File: config.mk
export PLATFORM = sky130hd
export DESIGN_NAME = feature_extract
export DESIGN_NICKNAME = d
export VERILOG_FILES = /design/src/rtl/feature_extract.sv
export SDC_FILE = /design/constraint.sdc
export NUM_CORES = 1
export LEC_CHECK = 0
export ABC_AREA = 1
export CAP_MARGIN = 25
export CORE_MARGIN = 2
export CORE_UTILIZATION = 40
export CTS_CLUSTER_SIZE = 14
export DETAILED_ROUTE_END_ITERATION = 16
export PLACE_DENSITY_LB_ADDON = 0.08
export SKIP_LAST_GASP = 1
export SLEW_MARGIN = 25
export SYNTH_ARGS = -nofsm -noshare
export SYNTH_HDL_FRONTEND = slang
export SYNTH_SLANG_ARGS = --single-unit
File: constraint.sdc
create_clock -name clk -period 4.7 [get_ports clk]
set_input_delay 0.94 -clock clk [delete_from_list [all_inputs] [get_ports clk]]
set_output_delay 0.94 -clock clk [all_outputs]
set_load 0.005 [all_outputs]
File: src/rtl/feature_extract.sv
// feature_extract: front-end of the driver-monitor pipeline.
// Turns raw speed / steering / brake samples into saturated 8-bit features
// (acceleration, jerk, steering rate, brake) once enough history exists.
// Optional feature: define FE_SMOOTH_EN to run speed through a 2-tap mean
// before differencing (adds one warm-up state and the raw-speed register).
module feature_extract #(
    parameter int STEER_DEADBAND = 2
) (
    input  logic       clk,
    input  logic       rst,
    input  logic       in_valid,
    input  logic [7:0] speed,
    input  logic [7:0] steer_angle,
    input  logic [7:0] brake_in,
    output logic [7:0] accel,
    output logic [7:0] jerk,
    output logic [7:0] steer,
    output logic [7:0] brake,
    output logic       out_valid,
    output logic       primed
);

    typedef enum logic [2:0] {
        ST_EMPTY = 3'd0,
        ST_P1    = 3'd1,
        ST_P2    = 3'd2,
`ifdef FE_SMOOTH_EN
        ST_P3    = 3'd3,
`endif
        ST_RUN   = 3'd4
    } state_t;

    // Last warm-up state: the sample accepted here is the first to produce output.
`ifdef FE_SMOOTH_EN
    localparam state_t ST_LAST = ST_P3;
`else
    localparam state_t ST_LAST = ST_P2;
`endif

    localparam logic [8:0] STEER_DB = 9'(STEER_DEADBAND);

    // Clamp a 9-bit signed difference to the 8-bit signed range.
    function automatic logic [7:0] sat8(input logic signed [8:0] v);
        if (v > 9'sd127) begin
            return 8'h7F;
        end else if (v < -9'sd128) begin
            return 8'h80;
        end else begin
            return v[7:0];
        end
    endfunction

    state_t      state_r;
    logic [7:0]  prev_speed_r;
    logic [7:0]  prev_steer_r;
    logic [7:0]  prev_accel_r;
    logic [7:0]  accel_r;
    logic [7:0]  jerk_r;
    logic [7:0]  steer_r;
    logic [7:0]  brake_r;
    logic        out_valid_r;
    logic        primed_r;
`ifdef FE_SMOOTH_EN
    logic [7:0]  prev_raw_r;
    logic [8:0]  smooth_sum_s;
`endif

    logic [7:0]        speed_eff_s;
    logic signed [8:0] speed_diff_s;
    logic [7:0]        accel_n_s;
    logic signed [8:0] jerk_diff_s;
    logic [7:0]        jerk_n_s;
    logic signed [8:0] steer_diff_s;
    logic [7:0]        steer_sat_s;
    logic [8:0]        steer_mag_s;
    logic [7:0]        steer_n_s;
    logic              emit_s;

    // Feature arithmetic for the sample currently on the inputs.
    always_comb begin
`ifdef FE_SMOOTH_EN
        smooth_sum_s = {1'b0, speed} + {1'b0, prev_raw_r};
        speed_eff_s  = smooth_sum_s[8:1];
`else
        speed_eff_s  = speed;
`endif
        speed_diff_s = $signed({1'b0, speed_eff_s}) - $signed({1'b0, prev_speed_r});
        accel_n_s    = sat8(speed_diff_s);
        jerk_diff_s  = $signed({accel_n_s[7], accel_n_s}) - $signed({prev_accel_r[7], prev_accel_r});
        jerk_n_s     = sat8(jerk_diff_s);
        steer_diff_s = $signed({steer_angle[7], steer_angle}) - $signed({prev_steer_r[7], prev_steer_r});
        steer_sat_s  = sat8(steer_diff_s);
        // Magnitude needs 9 bits so that -128 maps to 128 rather than wrapping.
        if (steer_sat_s[7]) begin
            steer_mag_s = 9'd0 - {1'b1, steer_sat_s};
        end else begin
            steer_mag_s = {1'b0, steer_sat_s};
        end
        if (steer_mag_s <= STEER_DB) begin
            steer_n_s = 8'd0;
        end else begin
            steer_n_s = steer_sat_s;
        end
        if (in_valid && ((state_r == ST_LAST) || (state_r == ST_RUN))) begin
            emit_s = 1'b1;
        end else begin
            emit_s = 1'b0;
        end
    end

    // Warm-up FSM, sample history and registered feature outputs.
    always_ff @(posedge clk) begin
        if (rst) begin
            state_r      <= ST_EMPTY;
            prev_speed_r <= 8'd0;
            prev_steer_r <= 8'd0;
            prev_accel_r <= 8'd0;
            accel_r      <= 8'd0;
            jerk_r       <= 8'd0;
            steer_r      <= 8'd0;
            brake_r      <= 8'd0;
            out_valid_r  <= 1'b0;
            primed_r     <= 1'b0;
`ifdef FE_SMOOTH_EN
            prev_raw_r   <= 8'd0;
`endif
        end else begin
            out_valid_r <= emit_s;
            if (in_valid) begin
                // History is refreshed on every accepted sample; values captured
                // during warm-up are simply overwritten before they are used.
                prev_speed_r <= speed_eff_s;
                prev_steer_r <= steer_angle;
                prev_accel_r <= accel_n_s;
`ifdef FE_SMOOTH_EN
                prev_raw_r   <= speed;
`endif
                case (state_r)
                    ST_EMPTY: state_r <= ST_P1;
                    ST_P1:    state_r <= ST_P2;
`ifdef FE_SMOOTH_EN
                    ST_P2:    state_r <= ST_P3;
                    ST_P3:    state_r <= ST_RUN;
`else
                    ST_P2:    state_r <= ST_RUN;
`endif
                    ST_RUN:   state_r <= ST_RUN;
                    default:  state_r <= ST_EMPTY;
                endcase
            end
            if (emit_s) begin
                accel_r  <= accel_n_s;
                jerk_r   <= jerk_n_s;
                steer_r  <= steer_n_s;
                brake_r  <= brake_in;
                primed_r <= 1'b1;
            end
        end
    end

    assign accel     = accel_r;
    assign jerk      = jerk_r;
    assign steer     = steer_r;
    assign brake     = brake_r;
    assign out_valid = out_valid_r;
    assign primed    = primed_r;

endmodule

# Yosys cells after proc, flatten, opt, wreduce, memory -nomap -nowiden
# Cells that the tools add are included.
# op_classes
eq_ne	3
add_sub_neg	4
order_cmp	7
reduce_logical	4
mux	10
# op_table
cell	n
$mux 8	7
$gt 9x8->1 const B	3
$lt 9x8->1 const B	3
$sub 8x8->9	3
$le 9x2->1 const B	1
$mux 9	1
$pmux 3 s3	1
$sub 1x9->9 const A	1
$eq 3x1->1 const B	1
$eq 3x2->1 const B	1
$eq 3x3->1 const B	1
$logic_not 3->1	1
$reduce_or 2->1	1
$logic_and 1x1->1	1
$logic_or 1x1->1	1
$mux 1	1
# word_totals
wordCells	38
reg_bits	61
output_inout_bits	34

# Depth between registers and ports, before layout
# Gate-level depths: netlist of run 1.
# depth
depth_word	8
ltp_mapped	23
mapped_depth_nobuf	23

# Least setup slack after synthesis of run 1
# No wires, ideal clock.
# synth_timing
path_kind	input port to flip-flop
startpoint	in speed[0]
endpoint	reg jerk_r[6], in the netlist jerk[6]
arrival_time_ns	3.561
cell_stages	18
setup_slack_ns	1.011
required_time_ns	4.572
path_buffers	0
path_cell_list	inv_1 > ha_1 > inv_1 > fa_1 > nand3_1 > nand3_1 > a31oi_2 > inv_1 > nand2_2 > nand2_1 > ha_1 > nand2_1 > o21ai_0 > nand4_1 > nand3_1 > nand2_1 > a21oi_1 > a21oi_1
# synth_between
elab_chain_len	8
# synth_lines
item	line_no	rtl
start, declared	12	input logic [7:0] speed,
$sub 8x8->9 (*)	87	speed_diff_s = $signed({1'b0, speed_eff_s}) - $signed({1'b0, prev_speed_r});
$lt 9x8->1	46	end else if (v < -9'sd128) begin
$mux 8	46	
$mux 8 (*)	44	if (v > 9'sd127) begin
named net accel_n_s[7]	70	logic [7:0] accel_n_s;
$sub 8x8->9 (*)	89	jerk_diff_s = $signed({accel_n_s[7], accel_n_s}) - $signed({prev_accel_r[7], prev_accel_r});
$lt 9x8->1	46	
$mux 8	46	
$mux 8 (*)	44	
end signal, assigned	153	jerk_r <= jerk_n_s;
end, declared	58	logic [7:0] jerk_r;
# The timed path passes the listed nets; every way through them passes the cells marked *.
# A chain may end at the register's enable or synchronous reset.

# Final worst setup path of run 1
# layout_timing
startpoint	in speed[0]
endpoint	reg jerk_r[2], in the netlist jerk[2]
# Same word-level chain as after synthesis.

==> out/results.env, run 1 <==
CLKLATENCYLATEPIN_NS=0.35
CTS_SINKS=61
POST_SYNTH_INST_COUNT=544
CRIT_FANOUT=7
FIRST_PASS_DRT_ITERATIONS=4
SYNTH_CELL_TYPE_COUNT=32
SYN-MEAN-INSTANCE-AREA_UM2=6.82
ANTENNA_VIOLATING_NETS_POST_ROUTE=0
ANTENNA_FOUND_INITIAL=0
MAX-VDD-IR-DROP_mV=0.150
CRITICAL_PATH_CLASS='input port to register'
WIRELENGTH_ROUTED_UM=8610
DETAILED_PLACE_HPWL_UM=6490
DPL_CELL_AREA_UM2=4420
SYN-NUM-NETS=601
FINALHOLDVIOLATIONS=0
PERIOD_NEEDED_NS=4.17
CRITICAL_PATH.STARTPOINT_TYPE='input port'
MOSTFREQUENTLAYOUTCELLS='107 x sky130_fd_sc_hd__nand2_1, 88 x sky130_fd_sc_hd__inv_1, 61 x sky130_fd_sc_hd__dfxtp_1'
PLACEMENT_ROWS=35
MAXCAPVIOLATIONS=0
FP.DIEAREA_UM2=10100
SETUP_TOTAL_NEGATIVE_SLACK_NS=0
CORE_UM2=9110
GR-TOTAL-OVERFLOW=0
SYNTH_TOP_CELLS_BY_AREA='sky130_fd_sc_hd__dfxtp_1 33%, sky130_fd_sc_hd__nand2_1 11%, sky130_fd_sc_hd__ha_1 9.1%'
CHIPWIDTH_UM=100
YOSYSTOPAREACELLSHARE_PCT=32.9
DRT-INITIAL-DRC-COUNT=128
DRT-WIRELENGTH-PER-CELL_UM=12.0
FIRST_PASS_GRT_WIRE_LENGTH_UM=15200
AREA_GROWTH_PCT=25.1
GLOBAL_ROUTER_S_OVERALL_RESOURCE_USAGE_PCT=18.6
FIRST_GLOBAL_VIAS=3406
TIMING.FINAL.MAX_SLEW_VIOLATIONS=0
WORST_HOLD_PATH_TYPE='register to register'
CTS-HOLD-FIX-BUFFERS=0
CTS_REPAIR_RESIZE_COUNT=0
CLK_PIN_SLEW_WORST_PATHS_NS=0.07
FIN_CRIT_SH_PCT=88.7
LAYOUT.FILLER_CELLS=929
CRITICAL_PATH_REQUIRED_NS=4.92
LAYOUT.NETS=659
TOTAL_NON_FILLER_CELL_AREA_IN_THE_FINISHED_LAYOUT_UM2=4640
YS_FF_LATCH=61
FINALWEIGHTEDCONGESTION=0.863
TOTAL_POWER_uW=1680
WORST_SETUP_PATH_END_KIND='register'
LAYOUT.CELLS.MOST_COMMON='sky130_fd_sc_hd__nand2_1'
YOSYSWARNINGS=0
MAX_FREQ_GHz=0.240
START_UTIL_PCT=40.8
DIE_H_UM=100
GRT_START_MAX_NET_PINS=44
FIN_SKEW_NS=0.0126
PORT-BUFFER-COUNT=60
POWER.STATIC_LEAKAGE_uW=0.00224
ROUTE.DETAILED.VIAS_PER_INST=4.91
POWER-PER-CELL-AREA_nW_PER_UM2=363
RSZ_0062_RAISED_AFTER_GLOBAL_ROUTING='no'
DRT_DRC_VIOLATIONS_LEFT=0
COMBINED_AREA_OF_ALL_SYNTHESIZED_CELLS_UM2=3710
BOUNDARYPINS=61
CTS_ROOT_BUFFER='sky130_fd_sc_hd__clkbuf_8'
CTS_BUFFERS=9
TIMING.MAX_SLEW.REL_SLACK_PCT=56.4
CTS_MAX_PATH_BUFFERS=2
TOTAL_INSERTED_ANTENNA_CELLS=0
VIA_COUNT=3523
TRITONCTS='yes'
STATUS='completed'
SETUP_VIOL=0
SYNTH_SEQUENTIAL_AREA_RATIO_PCT=32.9
MAX_SLEW.WORST_PIN.SLEW_NS=0.654
POST_CTS.REPAIR.SETUP_BUFFERS=0
WORST-ENDPOINT-ARRIVAL_NS=4.39
DRIVE_ABOVE_1_SHARE_PCT=7.58
YOSYSTOPAREACELL='sky130_fd_sc_hd__dfxtp_1'
CTS-HTREE-LEVELS=3
==> stage by stage <==
step | hold WS, ns | std cells | utilization (%) | setup slack, ns
2_1_floorplan | 0.437 | 544 | - | 1.01
3_3_place_gp | 0.445 | 702 | 48.5 | 0.322
3_5_place_dp | 0.454 | 702 | 48.5 | 0.172
4_1_cts | 0.463 | 718 | 51.0 | 0.532
5_1_grt | 0.488 | 718 | 51.0 | 0.114
6_report | 0.461 | 718 | 51.0 | 0.530
==> worst max-delay path, cell delays in order <==
cell	delay (ns)
sky130_fd_sc_hd__clkdlybuf4s50_1	0.40
sky130_fd_sc_hd__inv_1	0.09
sky130_fd_sc_hd__ha_1	0.15
sky130_fd_sc_hd__inv_1	0.05
sky130_fd_sc_hd__fa_1	0.41
sky130_fd_sc_hd__nand3_1	0.11
sky130_fd_sc_hd__nand3_1	0.12
sky130_fd_sc_hd__a31oi_2	0.24
sky130_fd_sc_hd__inv_1	0.12
sky130_fd_sc_hd__nand2_2	0.13
sky130_fd_sc_hd__nand2_1	0.11
sky130_fd_sc_hd__ha_1	0.36
sky130_fd_sc_hd__nand2_1	0.06
sky130_fd_sc_hd__o21ai_0	0.27
sky130_fd_sc_hd__nand4_1	0.20
sky130_fd_sc_hd__nand3_1	0.11
sky130_fd_sc_hd__nand2_1	0.07
sky130_fd_sc_hd__a21oi_1	0.33
sky130_fd_sc_hd__a21oi_1	0.11
==> per-layer routing <==
| metal | vias to the layer above | routed length [um] | track usage (%) |
|---|---|---|---|
| li1 | 1878 | - | - |
| met2 | 62 | 3800 | 30.3 |
| met1 | 1572 | 4330 | 24.5 |
| met5 | - | 0 | 0 |
| met4 | 0 | 138 | 7.69 |
| met3 | 11 | 339 | 3.13 |
==> worst paths after layout <==
check	startpoint	end	slack (ns)	cells after the start
hold reg to reg	prev_speed_r[2]	prev_speed_r[2]	0.46	2
hold / removal	prev_speed_r[2]	prev_speed_r[2]	0.46	2
setup reg to reg	prev_speed_r[0]	jerk[2]	1.28	17
setup / recovery	speed[0]	jerk[2]	0.53	19
==> layout make-up <==
class	count	area, um2	area share (%)
inverters	92	348	7.49
well taps	111	139	2.99
repair buffers	63	623	13.4
clock buffers	10	138	2.96
clock inverters	6	86.3	1.86
multi-input cells	375	2090	45.0
flip-flops and latches	61	1220	26.3
==> Yosys cell counts <==
cell / number
sky130_fd_sc_hd__nand4_1: 6
sky130_fd_sc_hd__a21boi_0: 2
sky130_fd_sc_hd__fa_1: 3
sky130_fd_sc_hd__nor4_2: 1
sky130_fd_sc_hd__nand3_1: 39
sky130_fd_sc_hd__nor3_1: 1
sky130_fd_sc_hd__o21bai_1: 7
sky130_fd_sc_hd__inv_2: 3
sky130_fd_sc_hd__o211ai_1: 1
sky130_fd_sc_hd__a21o_1: 1
sky130_fd_sc_hd__a31oi_2: 1
sky130_fd_sc_hd__a31oi_1: 1
sky130_fd_sc_hd__dfxtp_1: 61
sky130_fd_sc_hd__a21oi_1: 59
sky130_fd_sc_hd__xor2_1: 2
sky130_fd_sc_hd__nand2_1: 107
sky130_fd_sc_hd__nor2_1: 38
sky130_fd_sc_hd__buf_4: 1
sky130_fd_sc_hd__xnor2_1: 4
sky130_fd_sc_hd__o21ai_0: 46
sky130_fd_sc_hd__inv_4: 1
sky130_fd_sc_hd__o21a_1: 4
sky130_fd_sc_hd__ha_1: 27
sky130_fd_sc_hd__nand2_2: 10
sky130_fd_sc_hd__nand3_2: 3
sky130_fd_sc_hd__buf_1: 2
sky130_fd_sc_hd__clkbuf_1: 13
sky130_fd_sc_hd__o21ai_1: 4
sky130_fd_sc_hd__o21ai_2: 2
sky130_fd_sc_hd__or2_2: 4
sky130_fd_sc_hd__inv_1: 88
sky130_fd_sc_hd__nand2_4: 2
==> flip-flops by register name, summed over array words and instances (netlist names) <==
name	cells
accel	8
brake	8
jerk	8
out_valid	1
prev_accel_r	8
prev_speed_r	8
prev_steer_r	8
primed	1
state_r	3
steer	8
==> power breakdown <==
| part | total, uW | switching [uW] | internal [uW] |
|---|---|---|---|
| Sequential | 560 | 12.4 | 547 |
| Combinational | 591 | 358 | 233 |
| Clock | 533 | 221 | 312 |
==> cells by family after synthesis <==
logic type	count (synthesis)	share of synthesized area, %
flops	61	32.9
compound gates	128	18.7
fa+ha+maj	30	10.7
simple gates	211	25.2
xor+xnor	6	1.42
buf+inv	108	11.1
Note: power is estimated with default switching activity, not from simulation.
==> run 2, diff against run 1 <==
Settings changed: GPL_TIMING_DRIVEN set to 0.
==> out/results.env, run 2 (synthesized netlist as in run 1, its figures left out) <==
BOUNDARYPINS=61  # unchanged
GR-TOTAL-OVERFLOW=0  # unchanged
WORST-ENDPOINT-ARRIVAL_NS=4.58  # +0.19 ns
CORE_UM2=9110  # unchanged
CTS_REPAIR_RESIZE_COUNT=0  # unchanged
CTS_SINKS=61  # unchanged
FINAL-SEQ-AREA_UM2=1220  # unchanged
DPL.CELL_COUNT=715  # +1.9%
POST_CTS.REPAIR.SETUP_BUFFERS=0  # unchanged
VIA_COUNT=3580  # +1.6%
FIRST_PASS_GRT_WIRE_LENGTH_UM=15300  # +0.68%
LAYOUT.FILLER_CELLS=931  # +0.22%
PERIOD_NEEDED_NS=4.38  # +0.208 ns
RSZ_0062_RAISED_AFTER_GLOBAL_ROUTING='no'
PLACEMENT_ROWS=35  # unchanged
TIMING.REG2REG.SETUP_SLACK_NS=1.06  # -0.22 ns
MAX-VDD-IR-DROP_mV=0.169  # +13%
FP.DIEAREA_UM2=10100  # unchanged
CLK_PIN_SLEW_WORST_PATHS_NS=0.07  # about the same
DIE_H_UM=100  # unchanged
PORT-BUFFER-COUNT=60  # unchanged
TIMING.MAX_SLEW.REL_SLACK_PCT=61.9  # +5.6 points
WORST_HOLD_PATH_TYPE='register to register'
CTS_BUFFERS=9  # unchanged
MAX_FREQ_GHz=0.228  # -4.8%
MAXCAPVIOLATIONS=0  # unchanged
CHIPWIDTH_UM=100  # unchanged
FIRST_GLOBAL_VIAS=3244  # -4.8%
SETUP_VIOL=0  # unchanged
AREA_GROWTH_PCT=24.8
GRT_START_MAX_NET_PINS=11  # -75%
POWER-PER-CELL-AREA_nW_PER_UM2=347  # -4.2%
POWER.STATIC_LEAKAGE_uW=0.00222  # -0.55%
FIN_CRIT_SH_PCT=93.2  # +4.4 points
FINALHOLDVIOLATIONS=0  # unchanged
WORSTREG2REGSTART='prev_speed_r[0]'
ANTENNA_FOUND_INITIAL=0  # unchanged
CTS-HTREE-LEVELS=3  # unchanged
CRITICAL_PATH_CLASS='input port to register'
LAYOUT.NETS=672  # +2.0%
DETAILED_PLACE_HPWL_UM=7130  # +9.8%
LAYOUT.CELLS.MOST_COMMON='sky130_fd_sc_hd__nand2_1'
CTS-HOLD-FIX-BUFFERS=0  # unchanged
DRT_DRC_VIOLATIONS_LEFT=0  # unchanged
ANTENNA_VIOLATING_NETS_POST_ROUTE=0  # unchanged
HOLD_PATH_DEPTH=2  # unchanged
START_UTIL_PCT=40.8  # unchanged
CRITICAL_PATH.STARTPOINT_TYPE='input port'
CRIT_FANOUT=7  # unchanged
WORSTREG2REGEND='jerk[5]'
TIMING.FINAL.MAX_SLEW_VIOLATIONS=0  # unchanged
DRIVE_ABOVE_1_SHARE_PCT=6.47  # -1.1 points
TRITONCTS='yes'
CTS_ROOT_BUFFER='sky130_fd_sc_hd__clkbuf_8'
MULTIINPUTGATEAREA_UM2=2080  # -0.42%
WIRELENGTH_ROUTED_UM=9140  # +6.2%
FIRST_PASS_DRT_ITERATIONS=4  # unchanged
TOTAL_INSERTED_ANTENNA_CELLS=0  # unchanged
MOSTFREQUENTLAYOUTCELLS='107 x sky130_fd_sc_hd__nand2_1, 88 x sky130_fd_sc_hd__inv_1, 61 x sky130_fd_sc_hd__dfxtp_1'
DRT-WIRELENGTH-PER-CELL_UM=12.5  # +4.6%
CRITICAL_PATH_REQUIRED_NS=4.91  # about the same
DPL_CELL_AREA_UM2=4450  # +0.74%
TOTAL_NON_FILLER_CELL_AREA_IN_THE_FINISHED_LAYOUT_UM2=4630  # -0.24%
MAX_SLEW.WORST_PIN.SLEW_NS=0.571  # -0.0823 ns
HP-START='steer[5]'
ROUTE.DETAILED.VIAS_PER_INST=4.91  # about the same
HOLD_ENDPOINT='steer[5]'
WORST_SETUP_PATH_END_KIND='register'
POST_LAYOUT_NONFILLER_INSTANCES=729  # +1.5%
CLKLATENCYLATEPIN_NS=0.33  # -0.02 ns
GLOBAL_ROUTER_S_OVERALL_RESOURCE_USAGE_PCT=18.9  # +0.32 points
FINALWEIGHTEDCONGESTION=0.879  # +1.9%
FIN_WORST_HOLD_SLACK_NS=0.462  # +0.000682 ns
FIN_SKEW_NS=0.00480  # -0.00776 ns
SETUP_TOTAL_NEGATIVE_SLACK_NS=0  # unchanged
DRT-INITIAL-DRC-COUNT=135  # +5.5%
STATUS='completed'
CTS_MAX_PATH_BUFFERS=2  # unchanged
TIMING.REG2REG.WORST_PATH_DEPTH=17  # unchanged
run 2: changes by cell type in the layout (fill, tap and decap cells not counted):
cell	previous run	this run
sky130_fd_sc_hd__buf_4	3	1
sky130_fd_sc_hd__clkinv_4	1	0
sky130_fd_sc_hd__clkinv_2	2	1
sky130_fd_sc_hd__buf_1	0	2
sky130_fd_sc_hd__clkinvlp_4	1	0
sky130_fd_sc_hd__nor4_4	1	0
sky130_fd_sc_hd__clkbuf_1	0	15
sky130_fd_sc_hd__bufinv_16	2	1
sky130_fd_sc_hd__nor4_2	0	1
run 2: final cells by class:
| cell class | instances | share of cell area (%) |
|---|---|---|
| plain buffers | 16 | 1.38 |
| clock buffers | 12 | 3.13 |
| clock inverters | 2 | 0.756 |
| inverters | 92 | 7.51 |
| multi-input cells | 375 | 44.9 |
| flip-flops and latches | 61 | 26.4 |
| well taps | 111 | 3.00 |
| repair buffers | 60 | 13.0 |
run 2: how the worst max path moves through the flow:
stage,startpoint,endpoint,slack (ns)
floorplan,speed[0],jerk[6],1.01
global placement,speed[0],jerk[2],0.07
detailed placement,speed[0],jerk[5],-0.003
CTS,speed[0],jerk[5],0.34
global route,speed[0],jerk[5],0.07
finish,speed[0],jerk[5],0.32
run 2: per-layer routing:
layer	wire length, um	up-vias	GRT usage, %
li1	-	1890	-
met1	4630	1636	25.6
met2	4180	48	30.6
met3	274	6	4.67
met4	67	0	4.21
met5	0	-	0
run 2: where the power goes:
part | internal (uW) | total, uW | switching, uW | leakage (uW)
clock network | 253 | 449 | 195 | 0.0000923
logic | 235 | 600 | 365 | 0.00163
registers | 548 | 560 | 12.3 | 0.000499
run 2: worst max-delay path, cell delays in order:
cell                              delay [ns]
sky130_fd_sc_hd__clkdlybuf4s50_1        0.40
sky130_fd_sc_hd__inv_1                  0.09
sky130_fd_sc_hd__ha_1                   0.16
sky130_fd_sc_hd__inv_1                  0.05
sky130_fd_sc_hd__fa_1                   0.42
sky130_fd_sc_hd__nand3_1                0.11
sky130_fd_sc_hd__nand3_1                0.12
sky130_fd_sc_hd__a31oi_2                0.29
sky130_fd_sc_hd__inv_1                  0.15
sky130_fd_sc_hd__nand2_2                0.15
sky130_fd_sc_hd__nand2_1                0.13
sky130_fd_sc_hd__ha_1                   0.37
sky130_fd_sc_hd__nand2_1                0.06
sky130_fd_sc_hd__o21ai_0                0.30
sky130_fd_sc_hd__nand4_1                0.20
sky130_fd_sc_hd__nand3_1                0.11
sky130_fd_sc_hd__nand2_1                0.07
sky130_fd_sc_hd__a21oi_1                0.34
sky130_fd_sc_hd__a21oi_1                0.12
run 2: per-stage QoR:
step                      utilization (%)  setup WS (ns)  total power (uW)
after floorplan                         -           1.01              1000
after global placement               48.9         0.0718              1150
after detailed placement             48.9       -0.00253              1170
after CTS                            50.9          0.343              1620
after global routing                 50.9         0.0691              1740
final                                50.9          0.322              1610
